File: src/rtl/io_mux_pkg.sv
// Shared definitions for the configurable pad multiplexer: register offsets,
// function select codes and internal register-select encoding.
package io_mux_pkg;

  localparam int unsigned FUNC_SEL_W    = 2;
  localparam int unsigned PADS_PER_FSEL = 16;

  typedef enum logic [FUNC_SEL_W-1:0] {
    FUNC_GPIO = 2'd0,
    FUNC_ALT1 = 2'd1,
    FUNC_ALT2 = 2'd2,
    FUNC_ALT3 = 2'd3
  } func_e;

  // Decoded register group for the current bus address.
  typedef enum logic [2:0] {
    REG_NONE,
    REG_FSEL,
    REG_INPUT,
    REG_RISE_EN,
    REG_FALL_EN,
    REG_RISE_FLAG,
    REG_FALL_FLAG
  } reg_sel_e;

  localparam logic [7:0] IO_MUX_FUNC_SEL0     = 8'h00;
  localparam logic [7:0] IO_MUX_FUNC_SEL1     = 8'h04;
  localparam logic [7:0] IO_MUX_FUNC_SEL2     = 8'h08;
  localparam logic [7:0] IO_MUX_FUNC_SEL3     = 8'h0C;
  localparam logic [7:0] IO_MUX_INPUT_LO      = 8'h10;
  localparam logic [7:0] IO_MUX_INPUT_HI      = 8'h14;
  localparam logic [7:0] IO_MUX_RISE_EN_LO    = 8'h18;
  localparam logic [7:0] IO_MUX_RISE_EN_HI    = 8'h1C;
  localparam logic [7:0] IO_MUX_FALL_EN_LO    = 8'h20;
  localparam logic [7:0] IO_MUX_FALL_EN_HI    = 8'h24;
  localparam logic [7:0] IO_MUX_RISE_FLAG_LO  = 8'h28;
  localparam logic [7:0] IO_MUX_RISE_FLAG_HI  = 8'h2C;
  localparam logic [7:0] IO_MUX_FALL_FLAG_LO  = 8'h30;
  localparam logic [7:0] IO_MUX_FALL_FLAG_HI  = 8'h34;

endpackage

File: src/rtl/io_input_filter.sv
// Per-pad input conditioning: synchroniser, optional glitch filter and
// previous-value flop for edge detection.
// Build option: define IO_MUX_FILTER_EN to include the glitch filter;
// otherwise the synchronised value is used directly and FILTER_CYCLES is unused.
module io_input_filter #(
  parameter int unsigned SYNC_STAGES   = 2,
  parameter int unsigned FILTER_CYCLES = 4
) (
  input  logic clk,
  input  logic rst,
  input  logic i_pad,
  output logic filtered,
  output logic rise,
  output logic fall
);

  logic [SYNC_STAGES-1:0] r_sync;
  logic                   w_sync;
  logic                   w_filt;
  logic                   r_prev;

  // Synchroniser shift chain, cleared on reset so no stale value leaks out.
  always_ff @(posedge clk) begin
    if (rst) r_sync <= '0;
    else     r_sync <= {r_sync[SYNC_STAGES-2:0], i_pad};
  end

  assign w_sync = r_sync[SYNC_STAGES-1];

`ifdef IO_MUX_FILTER_EN
  localparam int unsigned CNT_W = $clog2(FILTER_CYCLES + 1);

  logic [CNT_W-1:0] r_cnt;
  logic             r_filt;

  // Count consecutive cycles of disagreement; accept the new level on the last one.
  always_ff @(posedge clk) begin
    if (rst) begin
      r_cnt  <= '0;
      r_filt <= 1'b0;
    end else if (w_sync != r_filt) begin
      if (r_cnt == CNT_W'(FILTER_CYCLES - 1)) begin
        r_filt <= w_sync;
        r_cnt  <= '0;
      end else begin
        r_cnt <= r_cnt + 1'b1;
      end
    end else begin
      r_cnt <= '0;
    end
  end

  assign w_filt = r_filt;
`else
  assign w_filt = w_sync;
`endif

  // Previous filtered value; reset to 0 together with the filter output.
  always_ff @(posedge clk) begin
    if (rst) r_prev <= 1'b0;
    else     r_prev <= w_filt;
  end

  assign filtered = w_filt;
  assign rise     = w_filt & ~r_prev;
  assign fall     = ~w_filt & r_prev;

endmodule

File: src/rtl/io_mux_configurable.sv
// Runtime-configurable pad multiplexer: bus-programmable function select per
// pad, conditioned inputs with edge flags and a registered interrupt.
// Build option: IO_MUX_FILTER_EN enables the per-pad glitch filter.
module io_mux_configurable
  import io_mux_pkg::*;
#(
  parameter int unsigned PIN_COUNT     = 38,
  parameter int unsigned FUNC_COUNT    = 4,
  parameter int unsigned SYNC_STAGES   = 2,
  parameter int unsigned FILTER_CYCLES = 4
) (
  input  logic                 clk,
  input  logic                 rst,
  input  logic                 peripheralBus_we,
  input  logic                 peripheralBus_oe,
  input  logic [7:0]           peripheralBus_address,
  input  logic [31:0]          peripheralBus_dataWrite,
  output logic [31:0]          peripheralBus_dataRead,
  output logic                 peripheralBus_ack,
  input  logic [PIN_COUNT-1:0] gpio_output,
  input  logic [PIN_COUNT-1:0] gpio_oeb,
  output logic [PIN_COUNT-1:0] gpio_input,
  input  logic [((FUNC_COUNT > 1) ? PIN_COUNT*(FUNC_COUNT-1) : 1)-1:0] alt_out,
  input  logic [((FUNC_COUNT > 1) ? PIN_COUNT*(FUNC_COUNT-1) : 1)-1:0] alt_oeb,
  output logic [PIN_COUNT-1:0] alt_in,
  input  logic [PIN_COUNT-1:0] io_in,
  output logic [PIN_COUNT-1:0] io_out,
  output logic [PIN_COUNT-1:0] io_oeb,
  output logic                 irq
);

  func_e                r_func_sel [PIN_COUNT];
  logic [PIN_COUNT-1:0] r_rise_en;
  logic [PIN_COUNT-1:0] r_fall_en;
  logic [PIN_COUNT-1:0] r_rise_flag;
  logic [PIN_COUNT-1:0] r_fall_flag;
  logic                 r_irq;
  logic                 r_ack;
  logic [31:0]          r_rdata;

  logic [PIN_COUNT-1:0] w_filtered;
  logic [PIN_COUNT-1:0] w_rise;
  logic [PIN_COUNT-1:0] w_fall;

  reg_sel_e             w_sel;
  logic                 w_hi;
  logic [1:0]           w_fsel_word;
  logic [63:0]          w_wbits64;
  logic [63:0]          w_hmask64;
  logic [31:0]          w_rdata;
  logic [63:0]          w_input64;
  logic [63:0]          w_rise_en64;
  logic [63:0]          w_fall_en64;
  logic [63:0]          w_rise_flag64;
  logic [63:0]          w_fall_flag64;

  for (genvar g = 0; g < PIN_COUNT; g++) begin : g_pad
    io_input_filter #(
      .SYNC_STAGES   (SYNC_STAGES),
      .FILTER_CYCLES (FILTER_CYCLES)
    ) u_filter (
      .clk      (clk),
      .rst      (rst),
      .i_pad    (io_in[g]),
      .filtered (w_filtered[g]),
      .rise     (w_rise[g]),
      .fall     (w_fall[g])
    );
  end

  assign gpio_input = w_filtered;
  assign alt_in     = w_filtered;

  // Output mux: codes at or above FUNC_COUNT fall through to the undriven default.
  always_comb begin
    io_out = '0;
    io_oeb = '1;
    for (int unsigned p = 0; p < PIN_COUNT; p++) begin
      if (r_func_sel[p] == FUNC_GPIO) begin
        io_out[p] = gpio_output[p];
        io_oeb[p] = gpio_oeb[p];
      end
      for (int unsigned f = 1; f < FUNC_COUNT; f++) begin
        if (32'(r_func_sel[p]) == f) begin
          io_out[p] = alt_out[(f-1)*PIN_COUNT + p];
          io_oeb[p] = alt_oeb[(f-1)*PIN_COUNT + p];
        end
      end
    end
  end

  // Address decode into register group, word half and select-word index.
  always_comb begin
    w_sel       = REG_NONE;
    w_hi        = peripheralBus_address[2];
    w_fsel_word = peripheralBus_address[3:2];
    case (peripheralBus_address)
      IO_MUX_FUNC_SEL0, IO_MUX_FUNC_SEL1,
      IO_MUX_FUNC_SEL2, IO_MUX_FUNC_SEL3:         w_sel = REG_FSEL;
      IO_MUX_INPUT_LO,     IO_MUX_INPUT_HI:       w_sel = REG_INPUT;
      IO_MUX_RISE_EN_LO,   IO_MUX_RISE_EN_HI:     w_sel = REG_RISE_EN;
      IO_MUX_FALL_EN_LO,   IO_MUX_FALL_EN_HI:     w_sel = REG_FALL_EN;
      IO_MUX_RISE_FLAG_LO, IO_MUX_RISE_FLAG_HI:   w_sel = REG_RISE_FLAG;
      IO_MUX_FALL_FLAG_LO, IO_MUX_FALL_FLAG_HI:   w_sel = REG_FALL_FLAG;
      default:                                    w_sel = REG_NONE;
    endcase
  end

  // Pair registers are handled as 64-bit pad vectors; the bus word lands in one half.
  always_comb begin
    w_wbits64 = w_hi ? {peripheralBus_dataWrite, 32'h0} : {32'h0, peripheralBus_dataWrite};
    w_hmask64 = w_hi ? {32'hFFFF_FFFF, 32'h0} : {32'h0, 32'hFFFF_FFFF};
  end

  // Zero-extended 64-bit views so unimplemented pads read as 0.
  always_comb begin
    w_input64     = '0;
    w_rise_en64   = '0;
    w_fall_en64   = '0;
    w_rise_flag64 = '0;
    w_fall_flag64 = '0;
    w_input64[PIN_COUNT-1:0]     = w_filtered;
    w_rise_en64[PIN_COUNT-1:0]   = r_rise_en;
    w_fall_en64[PIN_COUNT-1:0]   = r_fall_en;
    w_rise_flag64[PIN_COUNT-1:0] = r_rise_flag;
    w_fall_flag64[PIN_COUNT-1:0] = r_fall_flag;
  end

  // Read data selection for the addressed register.
  always_comb begin
    w_rdata = '0;
    case (w_sel)
      REG_FSEL: begin
        for (int unsigned p = 0; p < PIN_COUNT; p++) begin
          if ((p / PADS_PER_FSEL) == 32'(w_fsel_word))
            w_rdata[FUNC_SEL_W*(p % PADS_PER_FSEL) +: FUNC_SEL_W] = r_func_sel[p];
        end
      end
      REG_INPUT:     w_rdata = w_hi ? w_input64[63:32]     : w_input64[31:0];
      REG_RISE_EN:   w_rdata = w_hi ? w_rise_en64[63:32]   : w_rise_en64[31:0];
      REG_FALL_EN:   w_rdata = w_hi ? w_fall_en64[63:32]   : w_fall_en64[31:0];
      REG_RISE_FLAG: w_rdata = w_hi ? w_rise_flag64[63:32] : w_rise_flag64[31:0];
      REG_FALL_FLAG: w_rdata = w_hi ? w_fall_flag64[63:32] : w_fall_flag64[31:0];
      default:       w_rdata = '0;
    endcase
  end

  // Configuration registers: function selects and interrupt enables.
  always_ff @(posedge clk) begin
    if (rst) begin
      for (int unsigned p = 0; p < PIN_COUNT; p++) r_func_sel[p] <= FUNC_GPIO;
      r_rise_en <= '0;
      r_fall_en <= '0;
    end else if (peripheralBus_we) begin
      for (int unsigned p = 0; p < PIN_COUNT; p++) begin
        if (w_sel == REG_FSEL && (p / PADS_PER_FSEL) == 32'(w_fsel_word))
          r_func_sel[p] <= func_e'(peripheralBus_dataWrite[FUNC_SEL_W*(p % PADS_PER_FSEL) +: FUNC_SEL_W]);
        if (w_sel == REG_RISE_EN && w_hmask64[p]) r_rise_en[p] <= w_wbits64[p];
        if (w_sel == REG_FALL_EN && w_hmask64[p]) r_fall_en[p] <= w_wbits64[p];
      end
    end
  end

  // Edge flags: a new edge takes priority over a write-1-to-clear in the same cycle.
  always_ff @(posedge clk) begin
    if (rst) begin
      r_rise_flag <= '0;
      r_fall_flag <= '0;
    end else begin
      for (int unsigned p = 0; p < PIN_COUNT; p++) begin
        if (w_rise[p])
          r_rise_flag[p] <= 1'b1;
        else if (peripheralBus_we && w_sel == REG_RISE_FLAG && w_hmask64[p] && w_wbits64[p])
          r_rise_flag[p] <= 1'b0;
        if (w_fall[p])
          r_fall_flag[p] <= 1'b1;
        else if (peripheralBus_we && w_sel == REG_FALL_FLAG && w_hmask64[p] && w_wbits64[p])
          r_fall_flag[p] <= 1'b0;
      end
    end
  end

  // Bus response: every strobe, mapped or not, acks one cycle later.
  always_ff @(posedge clk) begin
    if (rst) begin
      r_ack   <= 1'b0;
      r_rdata <= '0;
    end else begin
      r_ack   <= peripheralBus_we | peripheralBus_oe;
      r_rdata <= peripheralBus_oe ? w_rdata : '0;
    end
  end

  // Registered interrupt from enabled flags.
  always_ff @(posedge clk) begin
    if (rst) r_irq <= 1'b0;
    else     r_irq <= (|(r_rise_flag & r_rise_en)) | (|(r_fall_flag & r_fall_en));
  end

  assign peripheralBus_ack      = r_ack;
  assign peripheralBus_dataRead = r_rdata;
  assign irq                    = r_irq;

endmodule

File: config.mk
export PLATFORM = sky130hd
export DESIGN_NAME = io_mux_configurable
export DESIGN_NICKNAME = d
export VERILOG_FILES = /design/src/rtl/io_mux_pkg.sv /design/src/rtl/io_input_filter.sv /design/src/rtl/io_mux_configurable.sv
export SDC_FILE = /design/constraint.sdc
export NUM_CORES = 1
export LEC_CHECK = 0
export BUFFER_PORTS_ARGS = -buffer_cell sky130_fd_sc_hd__buf_2
export CAP_MARGIN = 20
export CELL_PAD_IN_SITES_DETAIL_PLACEMENT = 1
export CELL_PAD_IN_SITES_GLOBAL_PLACEMENT = 1
export CORE_MARGIN = 2
export CORE_UTILIZATION = 32
export CTS_BUF_LIST = sky130_fd_sc_hd__clkbuf_8
export CTS_CLUSTER_DIAMETER = 200
export DETAILED_ROUTE_END_ITERATION = 6
export PLACE_DENSITY_LB_ADDON = 0.08
export SLEW_MARGIN = 10
export SYNTH_ARGS = -nofsm -noshare
export SYNTH_HDL_FRONTEND = slang
export SYNTH_SLANG_ARGS = --single-unit
File: constraint.sdc
create_clock -name clk -period 2.9 [get_ports clk]
set_clock_uncertainty 0.05 [all_clocks]
set_input_delay 0.145 -clock clk [delete_from_list [all_inputs] [get_ports clk]]
set_output_delay 0.145 -clock clk [all_outputs]
set_load 0.05 [all_outputs]
---- Word level (Yosys, flattened, before mapping) ----
Memories as Yosys holds them, arrays and structs flattened.
Cells that the tools add are included.
storage, ports and cells
  register bits after elaboration ......... 300
  bits in latches ......................... 0
  bits in writable memories ............... 76
  bits in read-only memories .............. 192
  bits of input ports ..................... 386
  logic and storage cells ................. 1,533
  memories ................................ 2
cells by class
  add/subtract/negate cells ............... 0
  multiply operators ...................... 0
  divide/modulo/power cells ............... 0
  magnitude comparators ................... 0
  eq/ne operators ......................... 122
  shift-type cells ........................ 0
  mux-type cells .......................... 555
  bitwise logic cells ..................... 195
  reductions and logical operators ........ 428
memory list
  memory           words  width  rd ports  clocked after Yosys merged registers in  wr ports  RTL line                   source
  (no name shown)  64     3      1         0                                        0         io_mux_configurable.sv:97  case (peripheralBus_address)
  r_func_sel       38     2      38        0                                        38        io_mux_configurable.sv:32  func_e r_func_sel [PIN_COUNT];
operators with widths
  cell                count
  $mux 1              470
  $logic_and 1x1->1   233
  $pmux 32 s6         1
  $mux 32             5
  $eq 2x2->1 const B  76
  $mux 2              76
  $reduce_and 2->1    76
  $reduce_bool 2->1   76
  $logic_not 2->1     40
  $not 1->1           77
  $and 1x1->1         76
  $and 38x38->38      2
  $eq 2x1->1 const B  38
  $mux 38             2
  $reduce_or 38->1    2
  $or 1x1->1          40
  $eq 3x3->1 const B  3
  $eq 3x2->1 const B  2
  $eq 3x1->1 const B  1
  $mux 3              1
  $eq 1x2->1 const A  1
  $eq 2x2->1 const A  1
  $reduce_or 2->1     1

---- Depth between registers and ports, before layout ----
  word-level depth ........................ 9
  depth in mapped cells ................... 8
  depth with buffers taken out ............ 5

---- Hierarchy ----
From an unflattened synthesis, not the netlist that was laid out.
unflattened totals
  cell total of the unflattened synthesis .. 1,649
  area total of the unflattened synthesis .. 17,128.9 um^2
modules (own cells, without submodules)
  module               instances  cells an instance  area an instance (um^2)
  io_mux_configurable  1          1,345              13,658.1
  io_input_filter      38         8                  91.3

---- Worst setup path before layout ----
OpenSTA, ideal clock, no wires.
  path kind ............................... input to register
  start ................................... input port peripheralBus_address[1]
  end ..................................... memory r_func_sel[2][0] (netlist name), enable pin
  arrival ................................. 2.114 ns
  slack ................................... 0.342 ns
  stages on the path ...................... 5
  path buffers ............................ 1
  path through ............................ or4_1 buf_2 nor4_4 nand3_1 nand2b_1
RTL lines
  item             RTL line                   source
  start, declared  io_mux_configurable.sv:16  input logic [7:0] peripheralBus_address,
  end, declared    io_mux_configurable.sv:32

==> impl_metrics.json <==
{
  "dieArea_mm2": 0.05546,
  "rows": 84,
  "fin_crit_ps": 2260,
  "worstSetupStartpointType": "flip-flop",
  "firstDrtPassIters": 6,
  "grt_pass1_wl_mm": 119.0,
  "setup_viol": 0,
  "core_mm2": 0.05276,
  "dp_hpwl_mm": 65.16,
  "max_freq_mhz": 442.6,
  "drt_iter0_drc": 1295,
  "synth_nets": 2102,
  "hold_path_class": "input pin to flip-flop",
  "rr_worst_depth": 5,
  "peakVddDrop_v": 0.0003191,
  "path_class": "flip-flop to output port",
  "post_synth_num_cell_types": 43,
  "cts_buffers": 71,
  "critical-path-top-delay-family": "multiplexers",
  "grt_overflow": 0,
  "final_cell_mix": "569 x buf_2, 300 x dfxtp_1, 231 x nand2_1",
  "rsz0062_at_grt": "false",
  "path_buf_inv": 1,
  "fin_nets": 2710,
  "die-width_um": 235.5,
  "startpoint": "r_func_sel[4][10]",
  "drive_above_1_share": 0.3540,
  "fillers": 6108,
  "post-route-period-util": 0.7792,
  "cts_root_buffer": "clkbuf_8",
  "place_congestion": 0.9254,
  "final_hold_viol_count": 0,
  "wl_per_cell_um": 27.26,
  "netlist_area_mm2": 0.01715,
  "leakagePower_nw": 9.367,
  "critical_path.max_stage_delay_ps": 670,
  "ios": 572,
  "htreeDepth": 3,
  "portBuffers": 571,
  "cp-end-kind": "output port",
  "worstPathArrival_ps": 2060,
  "worst_pin_slew_ps": 799.7,
  "place_ws_ps": 405.3,
  "timing.rr.start": "r_rise_en[30]",
  "p_per_area_mw_per_mm2": 564.4,
  "cp_cell_sequence": "mux4_2 -> buf_2",
  "die_y_um": 235.5,
  "synth_area_per_cell_um2": 9.994,
  "r2r_end": "irq",
  "slew_headroom": 0.4639,
  "hold_depth": 5,
  "clock_latency_ps": 650,
  "crit_path_top_delay_cell": "mux4_2",
  "antenna_found_initial": 8,
  "cts_resized": 0,
  "syn_to_final_growth_pct": 32.28,
  "clk_pin_slew_ps": 60,
  "crit_cells": 2,
  "cts_tree": "done",
  "status": "completed",
  "synth_seq_cells": 376,
  "maxCapViolCount": 0,
  "vias": 16090,
  "layout_commonest_cell": "buf_2",
  "yosysSeqAreaShare": 0.4833,
  "critPathCapture": "io_out[37]",
  "grt_max_degree": 108,
  "ant_nets": 0,
  "grt_pass1_vias": 16550,
  "crit_required_ps": 2710,
  "fin_setup_tns_ps": 0,
  "cts_buffer_depth": 3,
  "setup_slack_ps": 640.4,
  "via_per_inst": 5.250,
  "ff2ff_setup_slack_ps": 700,
  "maxSlewViolCount": 0,
  "netlist_instances": 1716,
  "crit_fanout": 3,
  "remaining_drc_errors": 0,
  "cts_sinks": 376,
  "start_util": 0.3251,
  "grtUsageTotal": 0.2952,
  "wirelength_mm": 83.55,
  "yosysWarnings": 0
}
-- synth_stat cells (all sizes together) --
library cell / n / share of area
dfxtp: 300 / 0.35
nand2: 231 / 0.051
nor2b: 192 / 0.070
a21oi: 183 / 0.053
nor2: 128 / 0.028
buf: 94 / 0.038
clkbuf: 88 / 0.019
mux4: 82 / 0.11
edfxtp: 76 / 0.13
a22oi: 60 / 0.026
mux2i: 48 / 0.028
and2: 44 / 0.016
a221oi: 36 / 0.018
nand2b: 20 / 0.0073
nor3: 16 / 0.0050
o22ai: 16 / 0.0058
inv: 14 / 0.0031
a22o: 12 / 0.0061
nand3: 11 / 0.0032
o21ai: 11 / 0.0032
mux2: 10 / 0.0066
a31oi: 6 / 0.0022
a32oi: 5 / 0.0026
nand4: 5 / 0.0018
nor4: 5 / 0.0034
o22a: 5 / 0.0026
o32ai: 5 / 0.0026
and3: 2 / 0.00073
nand4b: 2 / 0.0010
or2: 2 / 0.00073
a311oi: 1 / 0.00051
and4: 1 / 0.00051
o21bai: 1 / 0.00044
o2bb2ai: 1 / 0.00051
o311ai: 1 / 0.00051
or3: 1 / 0.00037
or4: 1 / 0.00044
-- where the power goes --
| part | internal (mW) | switching, mW | total [mW] |
|---|---|---|---|
| clock | 2.77 | 2.31 | 5.08 |
| combinational | 0.712 | 1.28 | 1.99 |
| sequential | 5.51 | 0.226 | 5.73 |
-- sequential cells by signal, summed over array words and instances, names as in the netlist --
| name | flops |
|---|---|
| peripheralBus_ack | 1 |
| r_fall_en | 38 |
| peripheralBus_dataRead | 32 |
| irq | 1 |
| r_rise_en | 38 |
| r_fall_flag | 38 |
| r_func_sel | 76 |
| g_pad.u_filter.r_prev | 38 |
| r_rise_flag | 38 |
| g_pad.u_filter.r_sync | 76 |
-- layer usage --
layer | GRT usage | vias up | wire length [µm]
met5 | 0 | - | 0
met4 | 0.1210 | 0 | 3217
met3 | 0.05019 | 133 | 4995
met2 | 0.4831 | 658 | 39200
met1 | 0.3873 | 8066 | 36140
li1 | - | 7235 | -
-- cell type report --
| type | count | area [µm²] | area share |
|---|---|---|---|
| clock buffers | 83 | 1142 | 0.05036 |
| clock inverters | 39 | 221.5 | 0.009762 |
| inverters | 14 | 52.55 | 0.002316 |
| repair buffers | 717 | 4255 | 0.1876 |
| flip-flops and latches | 376 | 8288 | 0.3653 |
| multi-input cells | 1144 | 7855 | 0.3463 |
| well taps | 688 | 860.8 | 0.03795 |
| diodes | 4 | 10.01 | 0.0004412 |
-- metrics by stage --
| step | hold slack (ps) | util | power [mW] | area (µm²) | instances |
|---|---|---|---|---|---|
| 5_1_grt | 45.50 | 0.4299 | 13.31 | 22680 | 3064 |
| 3_5_place_dp | 310.1 | 0.3895 | 7.741 | 20550 | 2863 |
| 2_1_floorplan | 210.8 | - | 6.916 | 17150 | 1716 |
| 4_1_cts | 3.942 | 0.4298 | 12.93 | 22680 | 3061 |
| 3_3_place_gp | 301.9 | 0.3895 | 7.719 | 20550 | 2863 |
| 6_report | 49.77 | 0.4300 | 12.80 | 22690 | 3065 |
-- logic make-up after synthesis --
family                 count (synthesis)  synth area share
muxes                                140            0.1423
AOI/OAI and AO/OA                    343            0.1250
DFF                                  376            0.4833
buffers and inverters                196           0.06026
and+or+nand+nor                      661            0.1892
-- worst min path at each step --
stage,startpoint,end,slack (ps)
global placement,io_in[1],g_pad[1].u_filter.r_sync[0],300
detailed placement,io_in[28],g_pad[28].u_filter.r_sync[0],310
CTS,peripheralBus_address[1],peripheralBus_dataRead[19],4
global route,peripheralBus_address[1],peripheralBus_dataRead[19],50
finish,peripheralBus_address[1],peripheralBus_dataRead[19],50
floorplan,peripheralBus_oe,peripheralBus_ack,210
-- worst register-to-register path, stage by stage, from the launching register on --
cell,delay [ps]
dfxtp_1,360
a22o_1,270
a221oi_1,590
nand4_1,180
nor4_1,310
a21oi_1,240
-- timing repair --
item,CTS,global route
hold endpoints to repair,257,0
hold buffers,76,0
buffers inserted,0,0
Power figures use the tool's default switching activity.
